`src/rtl/counter_pkg.sv`:
```
// rtl/counter_pkg.sv - shared constants for the limited up/down counter
package counter_pkg;

   localparam logic MODE_WRAP = 1'b0;
   localparam logic MODE_SAT  = 1'b1;

   // One guard bit above the counter width keeps add/subtract free of modular wrap.
   function automatic int ext_w(input int width);
      return width + 1;
   endfunction

endpackage

```
`src/rtl/counter_next_calc.sv`:
```
// rtl/counter_next_calc.sv - combinational next-count and limit-event evaluation
module counter_next_calc
   import counter_pkg::*;
#(
   parameter int WIDTH  = 4,
   parameter int STEP_W = 2
) (
   input  logic [WIDTH-1:0]  count,
   input  logic [STEP_W-1:0] step,
   input  logic              up,
   input  logic [WIDTH-1:0]  lo_lim,
   input  logic [WIDTH-1:0]  hi_lim,
   input  logic              mode,
   output logic [WIDTH-1:0]  next_count,
   output logic              ovf_evt,
   output logic              unf_evt
);

   localparam int EW = ext_w(WIDTH);

   logic [EW-1:0] step_x;
   logic [EW-1:0] sum;
   logic [EW-1:0] diff;

   assign step_x = EW'(step);
   assign sum    = {1'b0, count} + step_x;
   assign diff   = {1'b0, count} - step_x;

   always_comb begin
      next_count = count;
      ovf_evt    = 1'b0;
      unf_evt    = 1'b0;
      // An out-of-range count (limits moved underneath it) snaps quietly to the nearest limit.
      if (count > hi_lim) begin
         next_count = hi_lim;
      end else if (count < lo_lim) begin
         next_count = lo_lim;
      end else if (step != '0) begin
         if (up) begin
            if (sum <= {1'b0, hi_lim}) begin
               next_count = sum[WIDTH-1:0];
            end else begin
               ovf_evt    = 1'b1;
               next_count = (mode == MODE_SAT) ? hi_lim : lo_lim;
            end
         end else begin
            // diff[WIDTH] set means the subtraction went negative.
            if (!diff[WIDTH] && (diff[WIDTH-1:0] >= lo_lim)) begin
               next_count = diff[WIDTH-1:0];
            end else begin
               unf_evt    = 1'b1;
               next_count = (mode == MODE_SAT) ? lo_lim : hi_lim;
            end
         end
      end
   end

endmodule

```
`src/rtl/counter_ud_lim.sv`:
```
// rtl/counter_ud_lim.sv - parametrised up/down counter with limits, wrap/saturate and sticky flags
module counter_ud_lim
   import counter_pkg::*;
#(
   parameter int               WIDTH   = 4,
   parameter int               STEP_W  = 2,
   parameter logic [WIDTH-1:0] RST_VAL = '0
) (
   input  logic              clk,
   input  logic              rst,
   input  logic              en,
   input  logic              up,
   input  logic              load,
   input  logic [WIDTH-1:0]  data,
   input  logic [STEP_W-1:0] step,
   input  logic [WIDTH-1:0]  lo_lim,
   input  logic [WIDTH-1:0]  hi_lim,
   input  logic              mode,
   input  logic              clr_flags,
   output logic [WIDTH-1:0]  count,
   output logic              bnd_pulse,
   output logic              ovf,
   output logic              unf,
   output logic              at_hi,
   output logic              at_lo,
   output logic              cfg_err
);

   logic [WIDTH-1:0] next_count;
   logic             ovf_evt;
   logic             unf_evt;
   logic [WIDTH-1:0] load_val;

   counter_next_calc #(
      .WIDTH  (WIDTH),
      .STEP_W (STEP_W)
   ) u_next (
      .count      (count),
      .step       (step),
      .up         (up),
      .lo_lim     (lo_lim),
      .hi_lim     (hi_lim),
      .mode       (mode),
      .next_count (next_count),
      .ovf_evt    (ovf_evt),
      .unf_evt    (unf_evt)
   );

   assign cfg_err = (lo_lim > hi_lim);
   assign at_hi   = (count == hi_lim);
   assign at_lo   = (count == lo_lim);

   always_comb begin
      load_val = data;
      if (data > hi_lim) begin
         load_val = hi_lim;
      end else if (data < lo_lim) begin
         load_val = lo_lim;
      end
   end

   always_ff @(posedge clk) begin
      if (rst) begin
         count     <= RST_VAL;
         bnd_pulse <= 1'b0;
         ovf       <= 1'b0;
         unf       <= 1'b0;
      end else begin
         bnd_pulse <= 1'b0;
         if (clr_flags) begin
            ovf <= 1'b0;
            unf <= 1'b0;
         end
         // Set events are assigned last so they win over a same-cycle clear.
         if (!cfg_err) begin
            if (load) begin
               count <= load_val;
            end else if (en) begin
               count <= next_count;
               if (ovf_evt) begin
                  ovf       <= 1'b1;
                  bnd_pulse <= 1'b1;
               end
               if (unf_evt) begin
                  unf       <= 1'b1;
                  bnd_pulse <= 1'b1;
               end
            end
         end
      end
   end

endmodule
```
`config.mk`:
```
export PLATFORM = sky130hd
export DESIGN_NAME = counter_ud_lim
export DESIGN_NICKNAME = d
export VERILOG_FILES = /design/src/rtl/counter_pkg.sv /design/src/rtl/counter_next_calc.sv /design/src/rtl/counter_ud_lim.sv
export SDC_FILE = /design/constraint.sdc
export NUM_CORES = 1
export LEC_CHECK = 0
export CAP_MARGIN = 20
export CORE_ASPECT_RATIO = 0.7
export CORE_MARGIN = 3
export CORE_UTILIZATION = 35
export DETAILED_ROUTE_END_ITERATION = 6
export DONT_BUFFER_PORTS = 1
export GPL_ROUTABILITY_DRIVEN = 0
export HOLD_SLACK_MARGIN = 0.06
export PLACE_DENSITY_LB_ADDON = 0.12
export SLEW_MARGIN = 20
export SYNTH_ARGS = -nofsm -noshare
export SYNTH_HDL_FRONTEND = slang
export SYNTH_SLANG_ARGS = --single-unit
```
`constraint.sdc`:
```
create_clock -name clk -period 3.4 [get_ports clk]
set_input_delay 0.34 -clock clk [delete_from_list [all_inputs] [get_ports clk]]
set_output_delay 0.34 -clock clk [all_outputs]
set_load 0.1 [all_outputs]
```
---- Word level (Yosys, flattened, before mapping) ----
Index checks and enable logic that the tools add are counted.
word-level totals
  bits in writable memories ............... 0
  latch bits .............................. 0
  memories ................................ 0
  flip-flop bits (word level) ............. 7
  ROM bits ................................ 0
  output and inout bits ................... 10
operators by class
  $mul .................................... 0
  equal/unequal tests ..................... 2
  reductions and logical operators ........ 7
  shift-type cells ........................ 0
  div/mod/pow operators ................... 0
  multiplexer cells ....................... 34
  bitwise operators ....................... 2
  magnitude comparators ................... 7
  add/sub/neg operators ................... 2
operators by type and width
  operator           count
  $mux 4             12
  $mux 1             22
  $gt 4x4->1         3
  $eq 4x4->1         2
  $lt 4x4->1         2
  $add 4x2->5        1
  $le 5x4->1         1
  $sub 4x2->5        1
  $ge 4x4->1         1
  $reduce_bool 2->1  2
  $reduce_bool 4->1  1
  $reduce_or 4->1    1
  $reduce_and 3->1   1
  $not 1->1          2
  $logic_and 1x1->1  1
  $logic_not 1->1    1

---- Longest topological paths before layout ----
  depth in word-level cells ............... 12
  gate-level depth with buffers ........... 13

---- Modules after synthesis ----
A second synthesis with hierarchy kept.
unflattened totals
  cells, all modules ...................... 202
  area total of the unflattened synthesis .. 1661.6 um^2
by module, submodules not included
  module             seq. area each (um^2)  cells each  instances  area each (um^2)
  counter_next_calc  0.0                    114         1          898.4
  counter_ud_lim     140.1                  88          1          763.2

---- Worst setup path before layout ----
No wires, ideal clock.
  kind .................................... register to register
  start point ............................. register count[0]
  end point ............................... register count[3]
  stages on the path, launching flop included .. 12
  clock period less this slack ............ 3.481 ns
  data required time ...................... 3.284 ns
  arrival ................................. 3.365 ns
  path slack .............................. -0.081 ns
  buffers on the path ..................... 0
  library setup time ...................... 0.116 ns
  cells stage by stage .................... dfxtp_1 -> inv_1 -> ha_1 -> inv_1 -> fa_1 -> ha_1 -> a2111oi_4 -> nor3_4 -> mux2i_1 -> a221oi_1 -> a221o_1 -> a41o_1
between the ends
  cells in the longest elaborated chain, start to end .. 10
  elaborated cells on any way between the ends .. 18
  those cells by class .................... 2 x add/sub; 4 x order compare; 8 x mux; 4 x reduce/logical
RTL lines
  item                                                  RTL line                 text
  start, declared                                       counter_ud_lim.sv:20     output logic [WIDTH-1:0] count,
  start signal, assigned                                counter_ud_lim.sv:77     count <= load_val;
  start signal, assigned                                counter_ud_lim.sv:79     count <= next_count;
  $sub 4x2->5                                           counter_next_calc.sv:27  assign diff = {1'b0, count} - step_x;
  $ge 4x4->1 / $logic_not 1->1 (equally long branches)  counter_next_calc.sv:48  if (!diff[WIDTH] && (diff[WIDTH-1:0] >= lo_lim)) begin
  $logic_and 1x1->1                                     counter_next_calc.sv:48
  $mux 4                                                counter_next_calc.sv:48
  $mux 4                                                counter_next_calc.sv:39  if (up) begin
  $mux 4                                                counter_next_calc.sv:38  end else if (step != '0) begin
  $mux 4                                                counter_next_calc.sv:36  end else if (count < lo_lim) begin
  $mux 4                                                counter_next_calc.sv:34  if (count > hi_lim) begin
  $mux 4                                                counter_ud_lim.sv:78     end else if (en) begin
  $mux 4                                                counter_ud_lim.sv:76     if (load) begin
Several ways; a longest one is shown, not always the timed one. The select of a mux whose other input is x is not followed.
A chain may end at the register's enable or synchronous reset.

---- Worst setup path after layout ----
  start point ............................. register count[1]
  end point ............................... register count[2]
Same word-level chain as after synthesis.

==> impl_metrics.env <==
export IMPL_worst_ep_required_time_ns=3.49
export IMPL_r2r_slack_ns=0.30
export IMPL_grt_pass1_wl_mm=7.431
export IMPL_die_w_microns=84.51
export IMPL_ys_top_cells_by_count="ha_1, nor2_1, a21oi_1, inv_1, o21ai_0"
export IMPL_fin_worst_skew_ns=0.003064
export IMPL_cts_max_path_buffers=2
export IMPL_cts_buffers=3
export IMPL_hpwl_mm=3.845
export IMPL_setup_worst_path_start="count[1]"
export IMPL_cp_arrival_ns=3.19
export IMPL_core_area_sq_um=4041
export IMPL_insertion_delay_ns=0.23
export IMPL_setup_tns_ns=0
export IMPL_setup_viol=0
export IMPL_path_max_fanout=8
export IMPL_hp_start="rst"
export IMPL_syn_instance_count=190
export IMPL_cts_tree="yes"
export IMPL_cts_setup_buffers=0
export IMPL_syn_area_sq_um=1510
export IMPL_relSlewSlack=0.3421
export IMPL_dp_slack_ns=0.3382
export IMPL_period_share=0.9120
export IMPL_clk_pin_slew_ns=0.04
export IMPL_hold_path_class="in -> reg"
export IMPL_antenna_found_initial=0
export IMPL_hold_buffers=0
export IMPL_drt_initial_drc_count=133
export IMPL_yosysSeqAreaShare=0.09279
export IMPL_status="finished clean"
export IMPL_end_kind="flip-flop"
export IMPL_multi_input_area_sq_um=1304
export IMPL_rows=19
export IMPL_wl_mm=4.672
export IMPL_via_count=1499
export IMPL_grt_pass1_vias=1467
export IMPL_ys_seq_elements=7
export IMPL_power_uw=782.4
export IMPL_rsz0062_at_grt="false"
export IMPL_tightestPinTransition_ns=0.9854
export IMPL_cp_start_kind="flip-flop"
export IMPL_leakage_nw=0.7346
export IMPL_cpLargestDelayFamily="compound AO/OA/AOI/OAI gates"
export IMPL_synth_edf_count=0
export IMPL_cp_slowest_stage_delay_ns=0.46
export IMPL_peakVddDrop_mv=0.1766
export IMPL_dieArea_sq_um=5152
export IMPL_synth_top_area_frac=0.2568
export IMPL_hold_path_cell_count=1
export IMPL_dr_pass1_iters=4
export IMPL_synthTopCellsByArea="ha_1, dfxtp_1, mux2i_1"
export IMPL_drv_slew=0
export IMPL_cts_root_buf="clkbuf_8"
export IMPL_drive_above_1_share=0.1117
export IMPL_fin_nets=252
export IMPL_critPathBufInv=0
export IMPL_syn_num_nets=244
export IMPL_wl_per_cell_microns=18.76
export IMPL_area_delta_synth_final_pct=10.27
export IMPL_timing_rr_start="count[1]"
export IMPL_yosysMostFrequentCell="ha_1"
export IMPL_grt_max_degree=15
export IMPL_yosys_warnings=0
export IMPL_r2r_cells=12
export IMPL_path_class="reg -> reg"
export IMPL_synth_top_area_cell="ha_1"
export IMPL_io_pins=31
export IMPL_die_h_microns=60.96
export IMPL_register_area_sq_um=142.6
export IMPL_hold_viol=0
export IMPL_reg2reg_to="count[2]"
export IMPL_port_buffers=0
export IMPL_drcViolationCount=0
export IMPL_syn_area_per_cell_sq_um=7.948
export IMPL_max_cap_viol_count=0
export IMPL_grt_ovfl_total=0
export IMPL_min_period_ns=3.101
export IMPL_synth_ff_type="dfxtp_1"
export IMPL_cellPowerDensity_nw_per_um2=469.8
export IMPL_ys_async_sr_fraction=0
export IMPL_start_util=0.3737
export IMPL_synth_cell_types=46
export IMPL_fin_ws_ns=0.2992
export IMPL_ant_nets=0
export IMPL_final_util=0.4121
export IMPL_grt_usage=0.1835
export IMPL_cts_max_level=1
export IMPL_cts_resized=0
export IMPL_diodes=0
export IMPL_slowest_stage="dfxtp_2"
export IMPL_fmax_mhz=322.5
export IMPL_cts_sinks=7
export IMPL_viasPerCell=6.020
export IMPL_hold_slack_ns=0.1785
export IMPL_path_cells="ha_1, nor2b_1, o21ai_0, xnor2_1, ha_1, nand4_1, o21ai_0, o21ai_2, o211ai_1, a211o_1, o22ai_1, a31oi_1"
export IMPL_filler_cell_count=442
export IMPL_hold_path_end="unf"
## worst max-delay path by stage
| stage | to | slack (ns) | cells after the start |
|---|---|---|---|
| 2_1_floorplan | count[0] | 0.15 | 7 |
| 3_3_place_gp | count[2] | 0.31 | 12 |
| 3_5_place_dp | count[2] | 0.34 | 12 |
| 4_1_cts | count[2] | 0.30 | 12 |
| 5_1_grt | count[2] | 0.05 | 12 |
| 6_report | count[2] | 0.30 | 12 |
## layout by cell type (no fill, tap or decap), types with 2 or more instances in the layout
master,n
fa_1,2
a211oi_1,3
o211ai_1,6
nand2_1,11
and4_1,2
ha_1,31
o21ai_0,15
o22ai_1,2
nor3_1,5
a31oi_1,3
clkbuf_8,3
inv_1,15
o2111ai_1,2
a211o_1,2
a21o_1,2
nor3b_1,2
o21ai_1,2
dfxtp_1,5
dfxtp_2,2
nor2b_1,4
a21oi_1,14
xor2_1,2
buf_4,7
nand4_1,2
xnor2_1,2
mux2i_1,9
nor2_1,16
o21a_1,2
nand2b_1,3
## metal layers
metal | vias up | global-route usage | share of wire
met1 | 715 | 0.2573 | 0.47
met5 | - | 0 | 0
li1 | 728 | - | -
met4 | 0 | 0.03160 | 0.0051
met3 | 2 | 0.02442 | 0.057
met2 | 54 | 0.3099 | 0.46
## cell families after synthesis
| group | after synthesis | share of synthesized area |
|---|---|---|
| AO/OA/AOI/OAI | 66 | 0.3099 |
| XOR/XNOR | 4 | 0.02320 |
| adder cells (fa/ha/maj) | 33 | 0.2833 |
| buffers and inverters | 19 | 0.04805 |
| flip-flops | 7 | 0.09279 |
| multiplexers | 9 | 0.05965 |
| AND/OR/NAND/NOR | 52 | 0.1831 |
## final cells by class
| type | count | share of cell area |
|---|---|---|
| multi-input cells | 164 | 0.7829 |
| flip-flops and latches | 7 | 0.08565 |
| well taps | 52 | 0.03907 |
| inverters | 15 | 0.03381 |
| repair buffers | 7 | 0.03156 |
| clock buffers | 4 | 0.02705 |
## worst register-to-register path: stages (launching register included)
cell,delay [ns]
dfxtp_2,0.46
ha_1,0.30
nor2b_1,0.11
o21ai_0,0.11
xnor2_1,0.34
ha_1,0.31
nand4_1,0.09
o21ai_0,0.12
o21ai_2,0.38
o211ai_1,0.17
a211o_1,0.32
o22ai_1,0.16
a31oi_1,0.10
## where the power goes
part	internal [mW]	leakage [nW]	switching, mW	total [mW]
Combinational	0.200	0.654	0.342	0.542
Sequential	0.0919	0.0579	0.0268	0.119
Clock	0.0815	0.0228	0.0400	0.121
## through the flow
step,area (sq um),instances
6_report,1665,249
2_1_floorplan,1513,190
3_5_place_dp,1620,245
3_3_place_gp,1620,245
5_1_grt,1665,249
4_1_cts,1665,249
## flip-flops by register name, indices dropped and copies added, names as in the netlist
register / count
bnd_pulse: 1
count: 4
unf: 1
ovf: 1
Power figures use the tool's default switching activity.
